==> src/rtl/control_sequencer_pkg.sv <==
// Shared CPU definitions: opcode and ALU encodings, sequencer states, control word.
// Also used by the ALU and by testbenches.
`default_nettype none

package control_sequencer_pkg;

  localparam logic [4:0] OP_LD   = 5'b00000;
  localparam logic [4:0] OP_LDI  = 5'b00001;
  localparam logic [4:0] OP_ST   = 5'b00010;
  localparam logic [4:0] OP_ADD  = 5'b00011;
  localparam logic [4:0] OP_SUB  = 5'b00100;
  localparam logic [4:0] OP_AND  = 5'b00101;
  localparam logic [4:0] OP_OR   = 5'b00110;
  localparam logic [4:0] OP_ADDI = 5'b01100;
  localparam logic [4:0] OP_ANDI = 5'b01101;
  localparam logic [4:0] OP_ORI  = 5'b01110;
  localparam logic [4:0] OP_BR   = 5'b10010;
  localparam logic [4:0] OP_NOP  = 5'b11010;
  localparam logic [4:0] OP_HALT = 5'b11011;

  typedef enum logic [1:0] {
    ALU_ADD = 2'd0,
    ALU_SUB = 2'd1,
    ALU_AND = 2'd2,
    ALU_OR  = 2'd3
  } alu_op_t;

  typedef enum logic [3:0] {
    S_RST  = 4'd0,
    S_T0   = 4'd1,
    S_T1   = 4'd2,
    S_T2   = 4'd3,
    S_T3   = 4'd4,
    S_T4   = 4'd5,
    S_T5   = 4'd6,
    S_T6   = 4'd7,
    S_T7   = 4'd8,
    S_HALT = 4'd9
  } state_t;

  // Instructions grouped by the shape of their execute phase.
  typedef enum logic [2:0] {
    CL_NOP  = 3'd0,
    CL_HALT = 3'd1,
    CL_LD   = 3'd2,
    CL_LDI  = 3'd3,
    CL_ST   = 3'd4,
    CL_ALU  = 3'd5,
    CL_ALUI = 3'd6,
    CL_BR   = 3'd7
  } instr_class_t;

  typedef struct packed {
    logic    gra;
    logic    grb;
    logic    grc;
    logic    rin;
    logic    rout;
    logic    baout;
    logic    pc_out;
    logic    pc_in;
    logic    inc_pc;
    logic    mar_in;
    logic    mdr_in;
    logic    mdr_out;
    logic    read;
    logic    write;
    logic    ir_in;
    logic    y_in;
    logic    z_in;
    logic    zlo_out;
    logic    c_out;
    logic    con_in;
    alu_op_t alu_op;
    logic    run;
  } ctrl_t;

  // Unlisted opcodes fall into CL_NOP so they execute as a no-operation.
  function automatic instr_class_t decode_class(input logic [4:0] op);
    instr_class_t cls;
    case (op)
      OP_LD:                    cls = CL_LD;
      OP_LDI:                   cls = CL_LDI;
      OP_ST:                    cls = CL_ST;
      OP_ADD, OP_SUB,
      OP_AND, OP_OR:            cls = CL_ALU;
      OP_ADDI, OP_ANDI, OP_ORI: cls = CL_ALUI;
      OP_BR:                    cls = CL_BR;
      OP_HALT:                  cls = CL_HALT;
      default:                  cls = CL_NOP;
    endcase
    return cls;
  endfunction

  function automatic alu_op_t alu_select(input logic [4:0] op);
    alu_op_t sel;
    case (op)
      OP_SUB:          sel = ALU_SUB;
      OP_AND, OP_ANDI: sel = ALU_AND;
      OP_OR, OP_ORI:   sel = ALU_OR;
      default:         sel = ALU_ADD;
    endcase
    return sel;
  endfunction

endpackage

`default_nettype wire

==> src/rtl/control_sequencer.sv <==
// Hardwired control sequencer: fetch T0-T2, opcode-dependent execute T3-T7,
// HALT on halt opcode or stop request at an instruction boundary.
`default_nettype none

module control_sequencer
  import control_sequencer_pkg::*;
(
  input  logic        clock,
  input  logic        reset,
  input  logic [31:0] ir_out,
  input  logic        con_ff,
  input  logic        stop,
  output logic        gra,
  output logic        grb,
  output logic        grc,
  output logic        rin,
  output logic        rout,
  output logic        baout,
  output logic        pc_out,
  output logic        pc_in,
  output logic        inc_pc,
  output logic        mar_in,
  output logic        mdr_in,
  output logic        mdr_out,
  output logic        read,
  output logic        write,
  output logic        ir_in,
  output logic        y_in,
  output logic        z_in,
  output logic        zlo_out,
  output logic        c_out,
  output logic        con_in,
  output logic [1:0]  alu_op,
  output logic        run
);

  state_t       state;
  state_t       state_next;
  state_t       boundary;
  ctrl_t        ctrl;
  logic [4:0]   opcode;
  instr_class_t cls;
  logic         unused_ir_bits;

  assign opcode         = ir_out[31:27];
  assign cls            = decode_class(opcode);
  assign unused_ir_bits = ^ir_out[26:0];

  // Every instruction end funnels through here so stop is honoured uniformly.
  assign boundary = stop ? S_HALT : S_T0;

  always_ff @(posedge clock) begin
    if (reset) begin
      state <= S_RST;
    end else begin
      state <= state_next;
    end
  end

  always_comb begin
    ctrl       = '0;
    state_next = state;
    ctrl.run   = (state != S_RST) && (state != S_HALT);

    case (state)
      S_RST: begin
        state_next = S_T0;
      end

      S_T0: begin
        ctrl.pc_out = 1'b1;
        ctrl.mar_in = 1'b1;
        ctrl.inc_pc = 1'b1;
        ctrl.z_in   = 1'b1;
        state_next  = S_T1;
      end

      S_T1: begin
        ctrl.zlo_out = 1'b1;
        ctrl.pc_in   = 1'b1;
        ctrl.read    = 1'b1;
        ctrl.mdr_in  = 1'b1;
        state_next   = S_T2;
      end

      // IR is loaded at the end of T2, so the branch decision looks at the opcode
      // presented on ir_out in this cycle; T0/T1 never look at it.
      S_T2: begin
        ctrl.mdr_out = 1'b1;
        ctrl.ir_in   = 1'b1;
        case (cls)
          CL_NOP:  state_next = boundary;
          CL_HALT: state_next = S_HALT;
          default: state_next = S_T3;
        endcase
      end

      S_T3: begin
        state_next = S_T4;
        case (cls)
          CL_ALU, CL_ALUI: begin
            ctrl.grb  = 1'b1;
            ctrl.rout = 1'b1;
            ctrl.y_in = 1'b1;
          end
          CL_LD, CL_LDI, CL_ST: begin
            ctrl.grb   = 1'b1;
            ctrl.baout = 1'b1;
            ctrl.y_in  = 1'b1;
          end
          CL_BR: begin
            ctrl.gra    = 1'b1;
            ctrl.rout   = 1'b1;
            ctrl.con_in = 1'b1;
          end
          default: state_next = boundary;
        endcase
      end

      S_T4: begin
        state_next = S_T5;
        case (cls)
          CL_ALU: begin
            ctrl.grc    = 1'b1;
            ctrl.rout   = 1'b1;
            ctrl.alu_op = alu_select(opcode);
            ctrl.z_in   = 1'b1;
          end
          CL_ALUI: begin
            ctrl.c_out  = 1'b1;
            ctrl.alu_op = alu_select(opcode);
            ctrl.z_in   = 1'b1;
          end
          CL_LD, CL_LDI, CL_ST: begin
            ctrl.c_out = 1'b1;
            ctrl.z_in  = 1'b1;
          end
          CL_BR: begin
            ctrl.pc_out = 1'b1;
            ctrl.y_in   = 1'b1;
          end
          default: state_next = boundary;
        endcase
      end

      S_T5: begin
        case (cls)
          CL_ALU, CL_ALUI, CL_LDI: begin
            ctrl.zlo_out = 1'b1;
            ctrl.gra     = 1'b1;
            ctrl.rin     = 1'b1;
            state_next   = boundary;
          end
          CL_LD, CL_ST: begin
            ctrl.zlo_out = 1'b1;
            ctrl.mar_in  = 1'b1;
            state_next   = S_T6;
          end
          CL_BR: begin
            ctrl.c_out = 1'b1;
            ctrl.z_in  = 1'b1;
            state_next = S_T6;
          end
          default: state_next = boundary;
        endcase
      end

      S_T6: begin
        case (cls)
          CL_LD: begin
            ctrl.read   = 1'b1;
            ctrl.mdr_in = 1'b1;
            state_next  = S_T7;
          end
          CL_ST: begin
            ctrl.gra    = 1'b1;
            ctrl.rout   = 1'b1;
            ctrl.mdr_in = 1'b1;
            state_next  = S_T7;
          end
          CL_BR: begin
            ctrl.zlo_out = 1'b1;
            ctrl.pc_in   = con_ff;
            state_next   = boundary;
          end
          default: state_next = boundary;
        endcase
      end

      S_T7: begin
        state_next = boundary;
        case (cls)
          CL_LD: begin
            ctrl.mdr_out = 1'b1;
            ctrl.gra     = 1'b1;
            ctrl.rin     = 1'b1;
          end
          CL_ST: begin
            ctrl.write = 1'b1;
          end
          default: ;
        endcase
      end

      S_HALT: begin
        state_next = S_HALT;
      end

      default: begin
        state_next = S_RST;
      end
    endcase
  end

  assign gra     = ctrl.gra;
  assign grb     = ctrl.grb;
  assign grc     = ctrl.grc;
  assign rin     = ctrl.rin;
  assign rout    = ctrl.rout;
  assign baout   = ctrl.baout;
  assign pc_out  = ctrl.pc_out;
  assign pc_in   = ctrl.pc_in;
  assign inc_pc  = ctrl.inc_pc;
  assign mar_in  = ctrl.mar_in;
  assign mdr_in  = ctrl.mdr_in;
  assign mdr_out = ctrl.mdr_out;
  assign read    = ctrl.read;
  assign write   = ctrl.write;
  assign ir_in   = ctrl.ir_in;
  assign y_in    = ctrl.y_in;
  assign z_in    = ctrl.z_in;
  assign zlo_out = ctrl.zlo_out;
  assign c_out   = ctrl.c_out;
  assign con_in  = ctrl.con_in;
  assign alu_op  = ctrl.alu_op;
  assign run     = ctrl.run;

endmodule

`default_nettype wire

==> config.mk <==
export PLATFORM = sky130hd
export DESIGN_NAME = control_sequencer
export DESIGN_NICKNAME = d
export VERILOG_FILES = /design/src/rtl/control_sequencer_pkg.sv /design/src/rtl/control_sequencer.sv
export SDC_FILE = /design/constraint.sdc
export NUM_CORES = 1
export LEC_CHECK = 0
export ABC_AREA = 0
export CAP_MARGIN = 20
export CORE_MARGIN = 10
export CORE_UTILIZATION = 36
export DETAILED_ROUTE_END_ITERATION = 6
export GPL_TIMING_DRIVEN = 0
export PLACE_DENSITY = 0.91
export SLEW_MARGIN = 30
export SYNTH_ARGS = -nofsm -noshare
export SYNTH_HDL_FRONTEND = slang
export SYNTH_SLANG_ARGS = --single-unit
==> constraint.sdc <==
create_clock -name clock -period 2.8 [get_ports clock]
set_input_delay 0.84 -clock clock [delete_from_list [all_inputs] [get_ports clock]]
set_output_delay 0.84 -clock clock [all_outputs]
set_load 0.1 [all_outputs]
* Yosys cells after proc, flatten, opt, wreduce, memory -nomap -nowiden
Memories as Yosys holds them, arrays and structs flattened.
Cells that the tools add are included.
** Word-level totals
- Output and inout bits :: 23
- ROM bits :: 96
- Register bits :: 4
- Logic and storage cells :: 80
- Input bits :: 36
- Memories kept :: 1
** Memory list
- (no name shown) :: words 32, width 3, read ports 1, clocked after Yosys merged registers in 0, write ports 0, line control_sequencer_pkg.sv:81 : case (op)
** Cells by class
- Multiplexer cells :: 41
- Equality and inequality tests :: 22
- Reduce and logical (&&, ||, !) cells :: 15
** Operators by type and width (count)
- 4-bit case mux with 10 select lines :: 1
- 4-bit 2-to-1 mux :: 5
- 1-bit 2-to-1 mux :: 18
- 1-bit case mux with 2 select lines :: 9
- 4-bit by 3-bit == test with 1-bit output (second input constant) :: 4
- 5-bit by 3-bit == test with 1-bit output (second input constant) :: 3
- 3-bit == test (second input constant) :: 4
- 3-bit OR reduction :: 4
- 5-bit by 4-bit == test with 1-bit output (second input constant) :: 2
- 1-bit case mux with 3 select lines :: 3
- 4-bit by 2-bit == test with 1-bit output (second input constant) :: 2
- 4-bit == test (second input constant) :: 2
- 4-bit case mux with 2 select lines :: 1
- 2-bit OR reduction :: 4
- 3-bit by 2-bit == test with 1-bit output (second input constant) :: 2
- 2-bit case mux with 3 select lines :: 1
- 6-bit OR reduction :: 1
- 5-bit OR reduction :: 1
- 4-bit by 1-bit == test with 1-bit output (second input constant) :: 1
- 4-bit logical NOT :: 1
- 2-bit 2-to-1 mux :: 2
- 4-bit inequality test (second input constant) :: 1
- 1-bit case mux with 4 select lines :: 1
- 4-bit nonzero test :: 1
- other kinds (4) :: 4

* Logic depth before layout (Yosys ltp)
- Depth after elaboration :: 5
- Depth in mapped cells :: 5
- Gate-level depth less buffers :: 4

* Worst setup path before layout
No wires, ideal clock.
- Path kind :: input to output
- Start :: input port ir_out[31]
- End :: output port mdr_in
- Data arrival time :: 4.388 ns
- Data required time :: 1.960 ns
- Stages :: 4
- Setup slack :: -2.428 ns
- Path through :: nor4_4 > a31oi_1 > nor3_1 > nand2b_1
** Between the ends
- Word-level cells in the longest chain between the ends :: 5
- Elaborated cells on any way between the ends :: 6
** RTL lines
- start: declaration :: line control_sequencer.sv:10 : input logic [31:0] ir_out,
- memory 32 x 3 bit *
- 3-bit by 2-bit == test with 1-bit output or 3-bit == test (tied branches) :: line control_sequencer.sv:169 : case (cls)
- 2-bit OR reduction (no source line) *
- 1-bit 2-to-1 mux * :: line control_sequencer.sv:169
- 1-bit case mux with 2 select lines * :: line control_sequencer.sv:65 : case (state)
- end: declaration :: line control_sequencer.sv:23 : output logic mdr_in,
Mark *: on every way between the ends. The rest lies on a longest branch, timed or not.

* Final worst setup path
- Start :: input port ir_out[29]
- End :: output port zlo_out
** Between the ends
- Word-level cells in the longest chain between the ends :: 5
- Elaborated cells on any way between the ends :: 11
** RTL lines
- memory 32 x 3 bit *
- 3-bit by 2-bit == test with 1-bit output or 3-bit == test (tied branches) :: line control_sequencer.sv:147 : case (cls)
- 5-bit OR reduction (no source line)
- 1-bit 2-to-1 mux :: line control_sequencer.sv:147
- 1-bit case mux with 3 select lines * :: line control_sequencer.sv:65
- end: declaration :: line control_sequencer.sv:30 : output logic zlo_out,
Marked as above.

==> metrics.md <==
| Metric | Value |
|---|---|
| Worst-Skew Late Latency | 0.24 ns |
| Port-buffer cells | 31 |
| Initial antenna violation count | 0 |
| F_max | 0.314 GHz |
| Clk sink count | 4 |
| CP max FO | 4 |
| Clk slew on worst S/H paths | 0.04 ns |
| Library cells used by synthesis | 49 |
| CP peak stage delay | 0.36 ns |
| Row cnt | 17 |
| CTS Buffer Depth | 2 |
| Slew @ Worst Pin | 0.548 ns |
| RSZ-0062 raised after global routing | yes |
| Layout area overhead | 129% |
| Crit start category | input pin |
| Vias in the first global route | 1,343 |
| Slowest cell on crit path | nor4b_4 |
| Worst endpoint required time | 1.96 ns |
| Ys Warns | 0 |
| Post-layout nets | 223 |
| Sequential fraction of the synthesis area | 9.12% |
| Global-route wire length before repair | 7280 um |
| Max_cap viols | 0 |
| Gr ovfl total | 0 |
| Peak VDD IR | 0.517 mV |
| Async SR Flop Fraction | 0% |
| Setup TNS | -3.37 ns |
| Final Critical Period | 3.18 ns |
| DIE HEIGHT | 69.4 um |
| Initial Util | 38.6% |
| Top flop regs | state (4) |
| Post-DP HPWL | 2600 um |
| Tot GR Track Use | 17.7% |
| Drt wl/cell | 23.6 um |
| First DRT Iteration DRCs | 148 |
| Post-Synthesis Cell Area | 878 um^2 |
| Most flops, register | state |
| DR vias | 1,351 |
| Final hold viol count | 0 |
| Post-route ant nets | 0 |
| Delay-heaviest family, CP | simple AND/OR/NAND/NOR gates |
| Outcome | finished with violations |
| CTS tree | done |
| H-tree depth | 1 |
| CP bufs+invs | 3 |
| Share of layout cells above drive strength 1 | 62.2% |
| Synth Flop Type | dfxtp_1 |
| Drt first pass iters | 6 |
| Critical path type | in2out |
| Syn Inst Count | 125 |
| P_leak | 0.000766 uW |
| DRC errors left | 0 |
| Hold Crit Class | reg2reg |
| Root buffer cell | clkbuf_4 |
| Slew Limit Headroom | 63.6% |
| Pwr Density | 371 nW/um^2 |
| ANT cells | 0 |
| Setup crit end kind | primary output |
| Max reg flops | 4 |
| Crit path cell chain | buf_8, buf_12, nor4b_4, and2_4, nand2_2, a2111oi_4, buf_6 |
| Failing checks | negative setup slack |
| DR vias/cell | 6.34 |
| Die area | 4820 um^2 |
| Fin crit share | 114% |
| Core Region | 2280 um^2 |
| Post-placement setup slack | -1.80 ns |
| Arrival time worst endpoint | 2.34 ns |
| Final setup skew | 0.00111 ns |
| Avg Cell Area, Syn | 7.03 um^2 |
| Final setup margin | -0.382 ns |
| Largest net degree at the start of global routing | 11 |
| Final wirelength | 5030 um |
| Num ports | 59 |
| Final Wtd Congestion | 0.905 |
| Max Slew Vio Count | 0 |
| Register bit total from synthesis | 4 |
| Num CTS Buffers | 3 |
| Commonest non-fill, non-tap cells in the layout | 17 x buf_12, 17 x buf_6, 17 x buf_4, 9 x nor2_1, 8 x nor3_4 |
| Syn Nets | 161 |
| Die Width | 69.4 um |
| Final setup violation count | 16 |
| Post-synth EDFFs | 0 |
## report_power, final
part,switching [uW],internal (uW)
Sequential,9.04,63.9
Clock,23.4,47.9
Combinational,397,205
## cells by family after synthesis
| family | count (synthesis) | synth area share [%] |
|---|---|---|
| AND/OR/NAND/NOR | 64 | 46.7 |
| AO/OA/AOI/OAI | 38 | 30.2 |
| flip-flops | 4 | 9.12 |
| multiplexers | 2 | 2.28 |
| buffers and inverters | 15 | 9.69 |
| XOR/XNOR | 2 | 1.99 |
## worst register-to-register path: cells and delay by family (launching register included)
family | cells | cell delay (ns)
compound gates | 1 | 0.24
buf+inv | 2 | 0.44
simple gates | 1 | 0.38
flops | 1 | 0.41
## what timing repair did
action,in CTS,in global routing
cloned,0,0
hold buffers,0,0
setup buffers,19,7
setup endpoints to repair,23,20
gates resized for setup,215,31
pin swaps,10,15
## path summary, 6_finish.rpt
kind,cells after the start,from,to,slack [ns]
setup / recovery,7,ir_out[29],zlo_out,-0.38
hold / removal,4,state[1],state[2],0.87
setup reg to reg,4,state[1],state[0],1.22
hold reg to reg,4,state[1],state[2],0.87
## cell usage after synthesis, types with 2 or more instances
cell / n / area, um^2
a31oi_1: 6 / 37.5
and3b_1: 2 / 17.5
o21ai_1: 5 / 25.0
nor2b_1: 5 / 31.3
nand3_1: 3 / 15.0
and2_1: 2 / 12.5
o31a_1: 2 / 17.5
nor3_1: 11 / 55.1
inv_1: 4 / 15.0
nor2_1: 12 / 45.0
nand2b_1: 5 / 31.3
xnor2_1: 2 / 17.5
a2111oi_2: 2 / 30.0
mux2i_1: 2 / 20.0
a21oi_1: 9 / 45.0
buf_6: 3 / 33.8
o21ai_0: 3 / 15.0
nand2_1: 5 / 18.8
or3_1: 2 / 12.5
buf_2: 5 / 25.0
dfxtp_1: 4 / 80.1
nand4_1: 2 / 12.5
clkbuf_1: 3 / 11.3
## final cells by class
type,instances,area [um^2]
inverter,4,18.8
timing repair buffer,57,712
fill,100,267
clock buffer,3,22.5
sequential,4,80.1
buffer,11,104
multi-input combinational,106,1040
tap,28,35.0
## through the flow
stage | std cells | hold slack (ns) | util [%] | power, uW | area (um^2)
after CTS | 206 | 0.857 | 80.8 | 704 | 1840
after global placement | 184 | 0.787 | 65.9 | 551 | 1500
after detailed placement | 184 | 0.847 | 65.9 | 559 | 1500
final | 213 | 0.871 | 88.3 | 746 | 2010
after global routing | 213 | 0.930 | 88.3 | 773 | 2010
after floorplan | 125 | 0.728 | - | 457 | 1150
## routing by layer
metal | routed length [um] | track usage (%) | vias up
met5 | 0 | 0 | -
met4 | 161 | 8.20 | 0
met3 | 350 | 1.85 | 17
met2 | 2600 | 31.0 | 88
met1 | 1910 | 20.8 | 657
li1 | - | - | 589
No activity file was read; power rests on OpenSTA's default activity.
==> variant: new RTL, same settings <==
Register the inputs `ir_out`, `con_ff` and `stop` before use. The logic sees them one clock later. Comments in the files are not updated.
--- a/src/rtl/control_sequencer.sv
+++ b/src/rtl/control_sequencer.sv
@@ -35,4 +35,14 @@
 );
 
+  logic [31:0] ir_out_q;
+  logic con_ff_q;
+  logic stop_q;
+
+  always_ff @(posedge clock) begin
+    ir_out_q <= ir_out;
+    con_ff_q <= con_ff;
+    stop_q   <= stop;
+  end
+
   state_t       state;
   state_t       state_next;
@@ -43,10 +53,10 @@
   logic         unused_ir_bits;
 
-  assign opcode         = ir_out[31:27];
+  assign opcode         = ir_out_q[31:27];
   assign cls            = decode_class(opcode);
-  assign unused_ir_bits = ^ir_out[26:0];
+  assign unused_ir_bits = ^ir_out_q[26:0];
 
   // Every instruction end funnels through here so stop is honoured uniformly.
-  assign boundary = stop ? S_HALT : S_T0;
+  assign boundary = stop_q ? S_HALT : S_T0;
 
   always_ff @(posedge clock) begin
@@ -181,5 +191,5 @@
           CL_BR: begin
             ctrl.zlo_out = 1'b1;
-            ctrl.pc_in   = con_ff;
+            ctrl.pc_in   = con_ff_q;
             state_next   = boundary;
           end
Formal check against the unedited RTL: not equivalent (a bounded check fails within 10 cycles, from zero or initial values and one cycle with reset high).
==> variant against the original RTL <==
Sequential share of layout area rose by 14 points. Power rose by 3.6%. Setup slack improved by 0.46 ns. Design area fell by 23%. Sequential cell count rose by 10. Area after synthesis rose by 25%. First-iteration DRC count fell by 54%. Wire length fell by 36%. Largest power group unchanged.
==> variant: results (changes against the original RTL) <==
Psw 0.000372 W (-13%); R2R setup slack 1.25 ns (+0.03 ns); run status finished, final reports clean; final WL 3200 µm (-36%); compound-gate portion of the synthesized area 0.268 (-0.0341); Mapped Cells 151 (+21%); Buffers excl. clock 42 (-38%); critical path's top delay family buffers and inverters; Final clock-cell share 0.0233 (+0.0121); Multi-input gate area 818 µm² (-21%); Worst Setup EP read; reported clock group power 0.000151 W (+110%); FF-to-FF Start state[3]$_SDFF_PP0_; top post-synthesis cells by count nor2_1, dfxtp_1, a21oi_1, nand2_1, o21ai_0; worst endpoint data arrival time 1.88 ns (-0.46 ns); DP Wirelength 2520 µm (-3.3%); gr usage total 0.120 (-0.0579); Final Util 0.518 (-0.365); Routability Congestion 0.937 (+3.5%); Overall Power 0.000773 W (+3.6%); post-synthesis cell area 1100 µm² (+25%); Worst Setup SP state[0]$_SDFF_PP0_; Layout Skew 0.00503 ns (+0.00392 ns); Via density 5.53 (-13%); via count 1211 (-10%); post-synthesis sequential area ratio 0.254 (+0.163); CP max stage delay 0.44 ns (+0.08 ns); Max IR drop VDD 0.288 mV (-44%); invs w/o clock 6 (+2); Leak 0.627 nW (-18%); top cells by area, synth dfxtp_1, nor2_1, a21oi_1, xnor2_1, o21ai_0; syn_nets 187 (+16%); XOR/XNOR Fraction of Synth Area 0.0556 (+0.0357); hold_sp stop_q$_DFF_P_; Clk pin slew, worst setup/hold paths 0.09 ns (+0.05 ns); Cell Area, Placed 1540 µm² (+2.8%); Fill cells 282 (+180%); hold depth 2 (-2)
==> variant: cell count changes after synthesis, moves of 4 or more <==
cell     before  now
o21ai_1       5    0
nand2_1       5   11
xnor2_1       2    6
nor3_1       11    3
buf_4         0    4
o21ai_0       3   10
nor2_1       12   24
dfxtp_1       4   14
==> variant: timing repair <==
action	in CTS	in global routing
pin swaps	0	1
hold buffers	0	0
buffers inserted	0	0
endpoints found under the setup margin	23	19
gates resized for setup	121	25
==> variant: metal layers <==
metal | vias to the layer above | GRT usage | routed length (µm)
met4 | 0 | 0.0680 | 62
met5 | - | 0 | 0
met1 | 553 | 0.140 | 1300
met3 | 5 | 0.0260 | 243
li1 | 609 | - | -
met2 | 44 | 0.196 | 1590
==> variant: stage by stage <==
step	setup TNS [ns]	worst slack (ns)
finish	0	0.0796
global route	0	0.00267
floorplan	-1.59	-0.653
global placement	-7.78	-0.529
detailed placement	-8.20	-0.561
CTS	-0.00123	-0.00123
